`config.mk`:
```
export PLATFORM = sky130hd
export DESIGN_NAME = sram_req_arbiter
export DESIGN_NICKNAME = d
export VERILOG_FILES = /design/src/rtl/sram_req_arbiter_pkg.sv /design/src/rtl/sram_id_fifo.sv /design/src/rtl/sram_req_arbiter.sv
export SDC_FILE = /design/constraint.sdc
export NUM_CORES = 1
export LEC_CHECK = 0
export ABC_AREA = 1
export BUFFER_PORTS_ARGS = -buffer_cell sky130_fd_sc_hd__buf_4
export CAP_MARGIN = 10
export CELL_PAD_IN_SITES_DETAIL_PLACEMENT = 0
export CELL_PAD_IN_SITES_GLOBAL_PLACEMENT = 1
export CORE_ASPECT_RATIO = 0.5
export CORE_MARGIN = 2
export CORE_UTILIZATION = 16
export CTS_CLUSTER_DIAMETER = 100
export DETAILED_ROUTE_END_ITERATION = 12
export GPL_TIMING_DRIVEN = 0
export PLACE_DENSITY_LB_ADDON = 0.1
export SLEW_MARGIN = 5
export SYNTH_ARGS = -nofsm -noshare
export SYNTH_HDL_FRONTEND = slang
export SYNTH_SLANG_ARGS = --single-unit
```
`constraint.sdc`:
```
create_clock -name clk -period 2.6 [get_ports clk]
set_clock_uncertainty 0.05 [all_clocks]
set_input_delay 0.52 -clock clk [delete_from_list [all_inputs] [get_ports clk]]
set_output_delay 0.52 -clock clk [all_outputs]
set_load 0.02 [all_outputs]
```
`src/rtl/sram_req_arbiter_pkg.sv`:
```
// Shared encodings for the SRAM request arbiter: requester IDs, FSM states,
// the fixed fetch access size and a bundle type for one muxed memory request.
package sram_req_arbiter_pkg;

  localparam logic ARB_ID_INST = 1'b0;
  localparam logic ARB_ID_DATA = 1'b1;

  localparam logic [1:0] ARB_IDLE   = 2'd0;
  localparam logic [1:0] ARB_HOLD_I = 2'd1;
  localparam logic [1:0] ARB_HOLD_D = 2'd2;

  localparam logic [1:0] SIZE_WORD = 2'b10;

  typedef struct packed {
    logic        wr;
    logic [1:0]  size;
    logic [31:0] addr;
    logic [3:0]  wstrb;
    logic [31:0] wdata;
  } mem_req_t;

endpackage

```
`src/rtl/sram_id_fifo.sv`:
```
// In-order FIFO of requester IDs for accepted-but-unanswered transactions.
// Full is taken from the registered count only, so a pop in the same cycle
// never makes room for a push in that cycle.
module sram_id_fifo
  import sram_req_arbiter_pkg::*;
#(
  parameter int DEPTH = 2,
  parameter int WIDTH = 1
) (
  input  logic             clk,
  input  logic             reset,
  input  logic             i_push,
  input  logic             i_pop,
  input  logic [WIDTH-1:0] i_din,
  output logic             o_full,
  output logic             o_empty,
  output logic [WIDTH-1:0] o_head
);

  localparam int PW = (DEPTH > 1) ? $clog2(DEPTH) : 1;
  localparam int CW = $clog2(DEPTH + 1);

  logic [WIDTH-1:0] r_mem [DEPTH];
  logic [PW-1:0]    r_wrPtr;
  logic [PW-1:0]    r_rdPtr;
  logic [CW-1:0]    r_count;
  logic             w_doPush;
  logic             w_doPop;

  function automatic logic [PW-1:0] nextPtr(input logic [PW-1:0] ptr);
    return (ptr == PW'(DEPTH - 1)) ? '0 : ptr + 1'b1;
  endfunction

  assign o_full   = (r_count == CW'(DEPTH));
  assign o_empty  = (r_count == '0);
  assign o_head   = r_mem[r_rdPtr];
  assign w_doPush = i_push & ~o_full;
  assign w_doPop  = i_pop & ~o_empty;

  // Store the ID of each accepted transaction at the write pointer.
  always_ff @(posedge clk) begin
    if (w_doPush) r_mem[r_wrPtr] <= i_din;
  end

  // Advance pointers and track occupancy; push+pop leaves the count alone.
  always_ff @(posedge clk) begin
    if (reset) begin
      r_wrPtr <= '0;
      r_rdPtr <= '0;
      r_count <= '0;
    end else begin
      if (w_doPush) r_wrPtr <= nextPtr(r_wrPtr);
      if (w_doPop)  r_rdPtr <= nextPtr(r_rdPtr);
      case ({w_doPush, w_doPop})
        2'b10:   r_count <= r_count + 1'b1;
        2'b01:   r_count <= r_count - 1'b1;
        default: r_count <= r_count;
      endcase
    end
  end

endmodule

```
`src/rtl/sram_req_arbiter.sv`:
```
// Shares one SRAM-like port between fetch (inst) and load/store (data).
// Data has fixed priority in IDLE; a grant that is not accepted at once is
// held in HOLD_I/HOLD_D until addr_ok. Responses are routed in order using
// the ID FIFO. Both the address and response paths are purely combinational.
module sram_req_arbiter
  import sram_req_arbiter_pkg::*;
#(
  parameter int OUTSTANDING = 2
) (
  input  logic        clk,
  input  logic        reset,
  input  logic        inst_req,
  input  logic [31:0] inst_addr,
  output logic        inst_addr_ok,
  output logic        inst_data_ok,
  input  logic        data_req,
  input  logic        data_wr,
  input  logic [1:0]  data_size,
  input  logic [31:0] data_addr,
  input  logic [3:0]  data_wstrb,
  input  logic [31:0] data_wdata,
  output logic        data_addr_ok,
  output logic        data_data_ok,
  output logic [31:0] rdata,
  output logic        mem_req,
  output logic        mem_wr,
  output logic [1:0]  mem_size,
  output logic [31:0] mem_addr,
  output logic [3:0]  mem_wstrb,
  output logic [31:0] mem_wdata,
  input  logic        mem_addr_ok,
  input  logic        mem_data_ok,
  input  logic [31:0] mem_rdata,
  output logic        resp_err
);

  logic [1:0] r_state;
  logic [1:0] w_nextState;
  logic       r_respErr;
  logic       w_grant;
  logic       w_owner;
  logic       w_push;
  logic       w_pop;
  logic       w_full;
  logic       w_empty;
  logic       w_head;
  mem_req_t   w_memReq;

  // Pick the owner: fixed data priority in IDLE when a slot is free, otherwise the held owner.
  always_comb begin
    w_grant = 1'b0;
    w_owner = ARB_ID_INST;
    case (r_state)
      ARB_IDLE: begin
        if (!w_full) begin
          if (data_req) begin
            w_grant = 1'b1;
            w_owner = ARB_ID_DATA;
          end else if (inst_req) begin
            w_grant = 1'b1;
            w_owner = ARB_ID_INST;
          end
        end
      end
      ARB_HOLD_I: begin
        w_grant = 1'b1;
        w_owner = ARB_ID_INST;
      end
      ARB_HOLD_D: begin
        w_grant = 1'b1;
        w_owner = ARB_ID_DATA;
      end
      default: begin
        w_grant = 1'b0;
        w_owner = ARB_ID_INST;
      end
    endcase
  end

  // Mux the owner's request fields onto the shared port; fetches are fixed word reads.
  always_comb begin
    w_memReq = '0;
    if (w_grant) begin
      if (w_owner == ARB_ID_DATA) begin
        w_memReq.wr    = data_wr;
        w_memReq.size  = data_size;
        w_memReq.addr  = data_addr;
        w_memReq.wstrb = data_wstrb;
        w_memReq.wdata = data_wdata;
      end else begin
        w_memReq.size  = SIZE_WORD;
        w_memReq.addr  = inst_addr;
      end
    end
  end

  assign mem_req   = w_grant & ~reset;
  assign mem_wr    = w_memReq.wr;
  assign mem_size  = w_memReq.size;
  assign mem_addr  = w_memReq.addr;
  assign mem_wstrb = w_memReq.wstrb;
  assign mem_wdata = w_memReq.wdata;

  assign w_push       = mem_req & mem_addr_ok;
  assign inst_addr_ok = w_push & (w_owner == ARB_ID_INST);
  assign data_addr_ok = w_push & (w_owner == ARB_ID_DATA);

  assign w_pop        = mem_data_ok & ~w_empty & ~reset;
  assign inst_data_ok = w_pop & (w_head == ARB_ID_INST);
  assign data_data_ok = w_pop & (w_head == ARB_ID_DATA);
  assign rdata        = mem_rdata;
  assign resp_err     = r_respErr;

  // Hold an unaccepted grant until addr_ok, then return to IDLE for re-arbitration.
  always_comb begin
    w_nextState = r_state;
    case (r_state)
      ARB_IDLE: begin
        if (mem_req && !mem_addr_ok)
          w_nextState = (w_owner == ARB_ID_DATA) ? ARB_HOLD_D : ARB_HOLD_I;
      end
      ARB_HOLD_I, ARB_HOLD_D: begin
        if (mem_addr_ok) w_nextState = ARB_IDLE;
      end
      default: w_nextState = ARB_IDLE;
    endcase
  end

  // State register; reset drops any held grant.
  always_ff @(posedge clk) begin
    if (reset) r_state <= ARB_IDLE;
    else       r_state <= w_nextState;
  end

  // A response with nothing outstanding is a protocol error that stays set until reset.
  always_ff @(posedge clk) begin
    if (reset)                       r_respErr <= 1'b0;
    else if (mem_data_ok && w_empty) r_respErr <= 1'b1;
  end

  sram_id_fifo #(
    .DEPTH (OUTSTANDING),
    .WIDTH (1)
  ) u_idFifo (
    .clk     (clk),
    .reset   (reset),
    .i_push  (w_push),
    .i_pop   (w_pop),
    .i_din   (w_owner),
    .o_full  (w_full),
    .o_empty (w_empty),
    .o_head  (w_head)
  );

endmodule

```
Word level (Yosys, flattened, before mapping)
Memory sizes are Yosys's and may differ from the RTL's. A register that Yosys moved wholly into a read port is not among the register bits.
Index checks and enable logic that the tools add are counted.
{ "totals": {"reg_bits": 7, "mem_bits_rw": 2, "word_cells": 62, "n_memories": 1} }
{ "op_classes": {"addsub": 4, "n_eq_ne": 7, "muxes": 22, "n_bitwise": 15, "reduce_logical": 8} }
{ "mem_list": {"columns": ["name", "words", "width", "rd", "rd_ports_with_merged_regs", "wr", "line", "text"], "rows": [
  ["u_idFifo.r_mem", 2, 1, 1, 1, 1, "sram_id_fifo.sv:23", "logic [WIDTH-1:0] r_mem [DEPTH];"]
]} }
{ "ops": {"columns": ["op", "n"], "rows": [
  ["71-bit two-way mux", 1],
  ["36-bit two-way mux", 1],
  ["34-bit two-way mux", 1],
  ["1-bit two-way mux", 12],
  ["1-bit bitwise AND", 10],
  ["2-bit one-hot mux with 2 select lines", 2],
  ["2-bit equality test (second input constant)", 3],
  ["2-bit two-way mux", 3],
  ["1-bit NOT", 5],
  ["2-bit by 1-bit equality test with 1-bit output (second input constant)", 2],
  ["2-bit logical NOT", 2],
  ["1-bit one-hot mux with 2 select lines", 2],
  ["1-bit adder (second input constant)", 2],
  ["2-bit by 1-bit adder with 2-bit output (second input constant)", 1],
  ["1-bit logical AND", 2],
  ["2-bit by 1-bit inequality test with 1-bit output (second input constant)", 1],
  ["2-bit inequality test (second input constant)", 1],
  ["2-bit AND reduction", 1],
  ["2-bit nonzero test", 1],
  ["2-bit OR reduction", 1],
  ["2-bit by 1-bit subtractor with 2-bit output (second input constant)", 1],
  ["1-bit logical NOT", 1]
]} }

Longest topological paths before layout
{ "depth": {"ltp_word": 9, "ltp_mapped": 13, "depth_no_buf": 13} }

By module
A second synthesis with hierarchy kept.
{ "unflattened": {"cells_unflattened": 317, "hier_area_um2": 1755.4} }
{ "modules_own_cells": {"columns": ["module", "n_inst", "cells_per_inst", "area_per_inst_um2"], "rows": [
  ["sram_req_arbiter", 1, 274, 1411.4],
  ["sram_id_fifo", 1, 43, 344.1]
]} }

Least setup slack after synthesis
No wires, ideal clock.
{ "synth_path": {"path_kind": "register to output", "start": "register r_state[0]", "end": "output mem_addr[18]", "arrival_time_ps": 1460, "required_ps": 2030, "setup_slack_ps": 570, "stages_incl_launch_ff": 9, "path_cell_list": "dfxtp_1 -> inv_1 -> ha_1 -> nand3_1 -> nand2_2 -> inv_2 -> buf_2 -> nand2_1 -> a21oi_1"} }
{ "synth_via": {"elab_chain_len": 4} }
{ "synth_lines": {"columns": ["item", "line", "text"], "rows": [
  ["start, declared", "sram_req_arbiter.sv:37", "logic [1:0] r_state;"],
  ["start signal, assigned", "sram_req_arbiter.sv:132", "else r_state <= w_nextState;"],
  ["2-bit equality test, or another cell as far along", "sram_req_arbiter.sv:53", "case (r_state)"],
  ["1-bit one-hot mux with 2 select lines / 2-bit OR reduction (equally long branches)", null, null],
  ["34-bit two-way mux / 1-bit one-hot mux with 2 select lines (equally long branches)", "sram_req_arbiter.sv:84, sram_req_arbiter.sv:53", null],
  ["71-bit two-way mux *", "sram_req_arbiter.sv:83", "if (w_grant) begin"],
  ["end, declared", "sram_req_arbiter.sv:28", "output logic [31:0] mem_addr,"]
]} }
Mark *: on every way between the ends. The rest lies on a longest branch, timed or not.

Worst setup path in the final report
{ "layout_path": {"start": "register r_state[0]", "end": "output mem_addr[11]"} }
Same word-level chain as after synthesis.

==> impl_metrics.toml <==
[clock_tree]
cts_tree = "done"
cts_buffer_depth = 2
cts_setup_buffers = 0
clkLatencyLatePin_ps = 230
cts_max_level = 1
clkSlewWorstSetupHoldPaths_ps = 40
cts.sinks = 10
hold_buffers = 0
clockRootBuffer = "clkbuf_16"
cts-buffers-inserted = 3

[setup_path]
cp-start-kind = "flop"
endpoint_kind = "output pin"
crit_fanout = 10
cp.required_ps = 2030
timing_worst_setup_path_type = "flop to output pin"
arrival_ps = 1850

[floorplanning]
io_pins = 250
core-area_mm2 = 0.00967
start_util = 0.169
dieArea_mm2 = 0.0111
rows = 25
die_h_um = 75.4
die_width_um = 147

[placement]
port_buffers = 217
place.gp.congestion = 0.724
dp_hpwl_mm = 6.80

[routing]
wl_per_cell_um = 12.2
totalWireLength_mm = 8.05
antenna_left = 0
dr.pass1.iters = 4
vias_per_cell = 3.84
vias = 2541
drt_drc_violations_left = 0
drt_iter0_markers = 98

[global_routing]
grt_pass1_wl_mm = 11.4
grt_pass1_vias = 2159
grt_overflow = 0
grt_antenna_before_repair = 0
grt_use_total = 0.126
grt_max_degree = 12

[synthesis]
syn-num-nets = 450
syn-instance-count = 305
yosysTopAreaCell = "nand2_1"
synth_area_leaders = "nand2_1 26%, buf_4 17%, nor2_1 13%, a21oi_1 12%, dfxtp_1 9.8%"
yosysUniqueCellTypes = 19
ys_seq_area_frac = 0.135
ys.warnings.count = 0
synth.avg_cell_area_um2 = 5.35
ys_ff_latch = 10
syn_area_mm2 = 0.00163
yosysTopAreaCellShare = 0.262

[power_and_ir_drop]
leakagePower_nw = 1.97
ir_worst_vdd_mv = 0.357
total_power_mw = 3.47
p_per_area_mw_per_mm2 = 987

[cells_and_area]
layout-drive-gt1-share = 0.527
final_common_cell = "buf_4"
fin_nets = 672
layout_common_cells = "253 x buf_4, 114 x nand2_1, 56 x nor2_1"
diodes = 0
syn_to_final_growth_pct = 115
fillers = 1071

[min_path]
worstHoldPathType = "flop to flop"

[sta]
fin_hold_ws_ps = 425
period_share = 0.932
fmax_mhz = 413
max_slew_margin = 0.798
tightest_slew_ps = 301
fin_crit_ps = 2420
rsz0062_at_grt = "yes"
setup_violations = 0
hold_viol = 0
report.final.slew_viol_count = 0

[job]
maxCapViolCount = 0

[status]
outcome = "finished clean"
[kinds of logic after synthesis]
logic type,synth area share
compound gates,0.129
xor+xnor,0.00537
flops,0.135
buf+inv,0.262
simple gates,0.439
fa+ha+maj,0.0307
[what timing repair did]
item,CTS,global route
hold endpoints to repair,0,0
gates resized for setup,0,4
endpoints found under the setup margin,0,22
[power breakdown]
part,switching (mW),total [mW],internal [mW],leakage (nW)
clock,0.0709,0.272,0.202,0.0385
sequential,0.0269,0.227,0.200,0.0841
combinational,1.78,2.97,1.19,1.85
total,1.88,3.47,1.59,1.97
[sequential cells by signal (all words and copies together), names as in the netlist, named ones only]
name              cells
r_state               2
u_idFifo.r_count      2
u_idFifo.r_mem        2
resp_err              1
u_idFifo.r_rdPtr      1
u_idFifo.r_wrPtr      1
[synth_stat cells (all sizes together)]
library cell,instances
inv,17
ha,4
o21ai,4
nor2,56
nand3,5
xor2,1
nand4,1
nor3,1
dfxtp,8
a21oi,38
edfxtp,2
clkbuf,2
buf,48
nand2,118
[area by class of cell]
| cell class | count | area, um2 | area share |
|---|---|---|---|
| plain buffers | 50 | 365 | 0.104 |
| clock buffers | 3 | 75.1 | 0.0214 |
| clock inverters | 1 | 3.75 | 0.00107 |
| inverters | 17 | 63.8 | 0.0182 |
| multi-input cells | 228 | 985 | 0.280 |
| flip-flops and latches | 10 | 220 | 0.0627 |
| well taps | 135 | 169 | 0.0481 |
| repair buffers | 217 | 1630 | 0.464 |
[metal layers]
metal | vias to the layer above | GRT usage | share of wire
li1 | 1349 | - | -
met1 | 1083 | 0.152 | 0.39
met2 | 95 | 0.239 | 0.53
met3 | 14 | 0.0162 | 0.057
met4 | 0 | 0.0410 | 0.021
met5 | - | 0 | 0
[through the flow]
step	utilization	setup TNS [ps]	std cells	setup WS (ps)	area, um2
6_report	0.363	0	661	176	3510
5_1_grt	0.363	-208	661	-34.0	3510
4_1_cts	0.363	0	661	88.2	3510
3_5_place_dp	0.355	0	657	335	3430
3_3_place_gp	0.355	0	657	344	3430
2_1_floorplan	-	0	305	570	1630
[worst paths after layout]
path                           startpoint                               end  slack [ps]  cells after the start
setup / recovery  r_state[0]$_SDFFE_PP0P_                      mem_addr[11]         180                      9
hold / removal      resp_err$_SDFFE_PP0P_             resp_err$_SDFFE_PP0P_         420                      2
setup reg to reg  r_state[1]$_SDFFE_PP0P_  u_idFifo.r_count[1]$_SDFFE_PP0P_         530                     13
hold reg to reg     resp_err$_SDFFE_PP0P_             resp_err$_SDFFE_PP0P_         420                      2
[critical path, cell delays in order, from the launching register on]
cell and delay [ps]:
dfxtp_1 350, inv_1 70, ha_1 250, nand3_1 110, nand2_2 70, inv_2 140
buf_2 250, nand2_1 80, a21oi_1 140, buf_4 160
(Power assumes the default switching activity.)
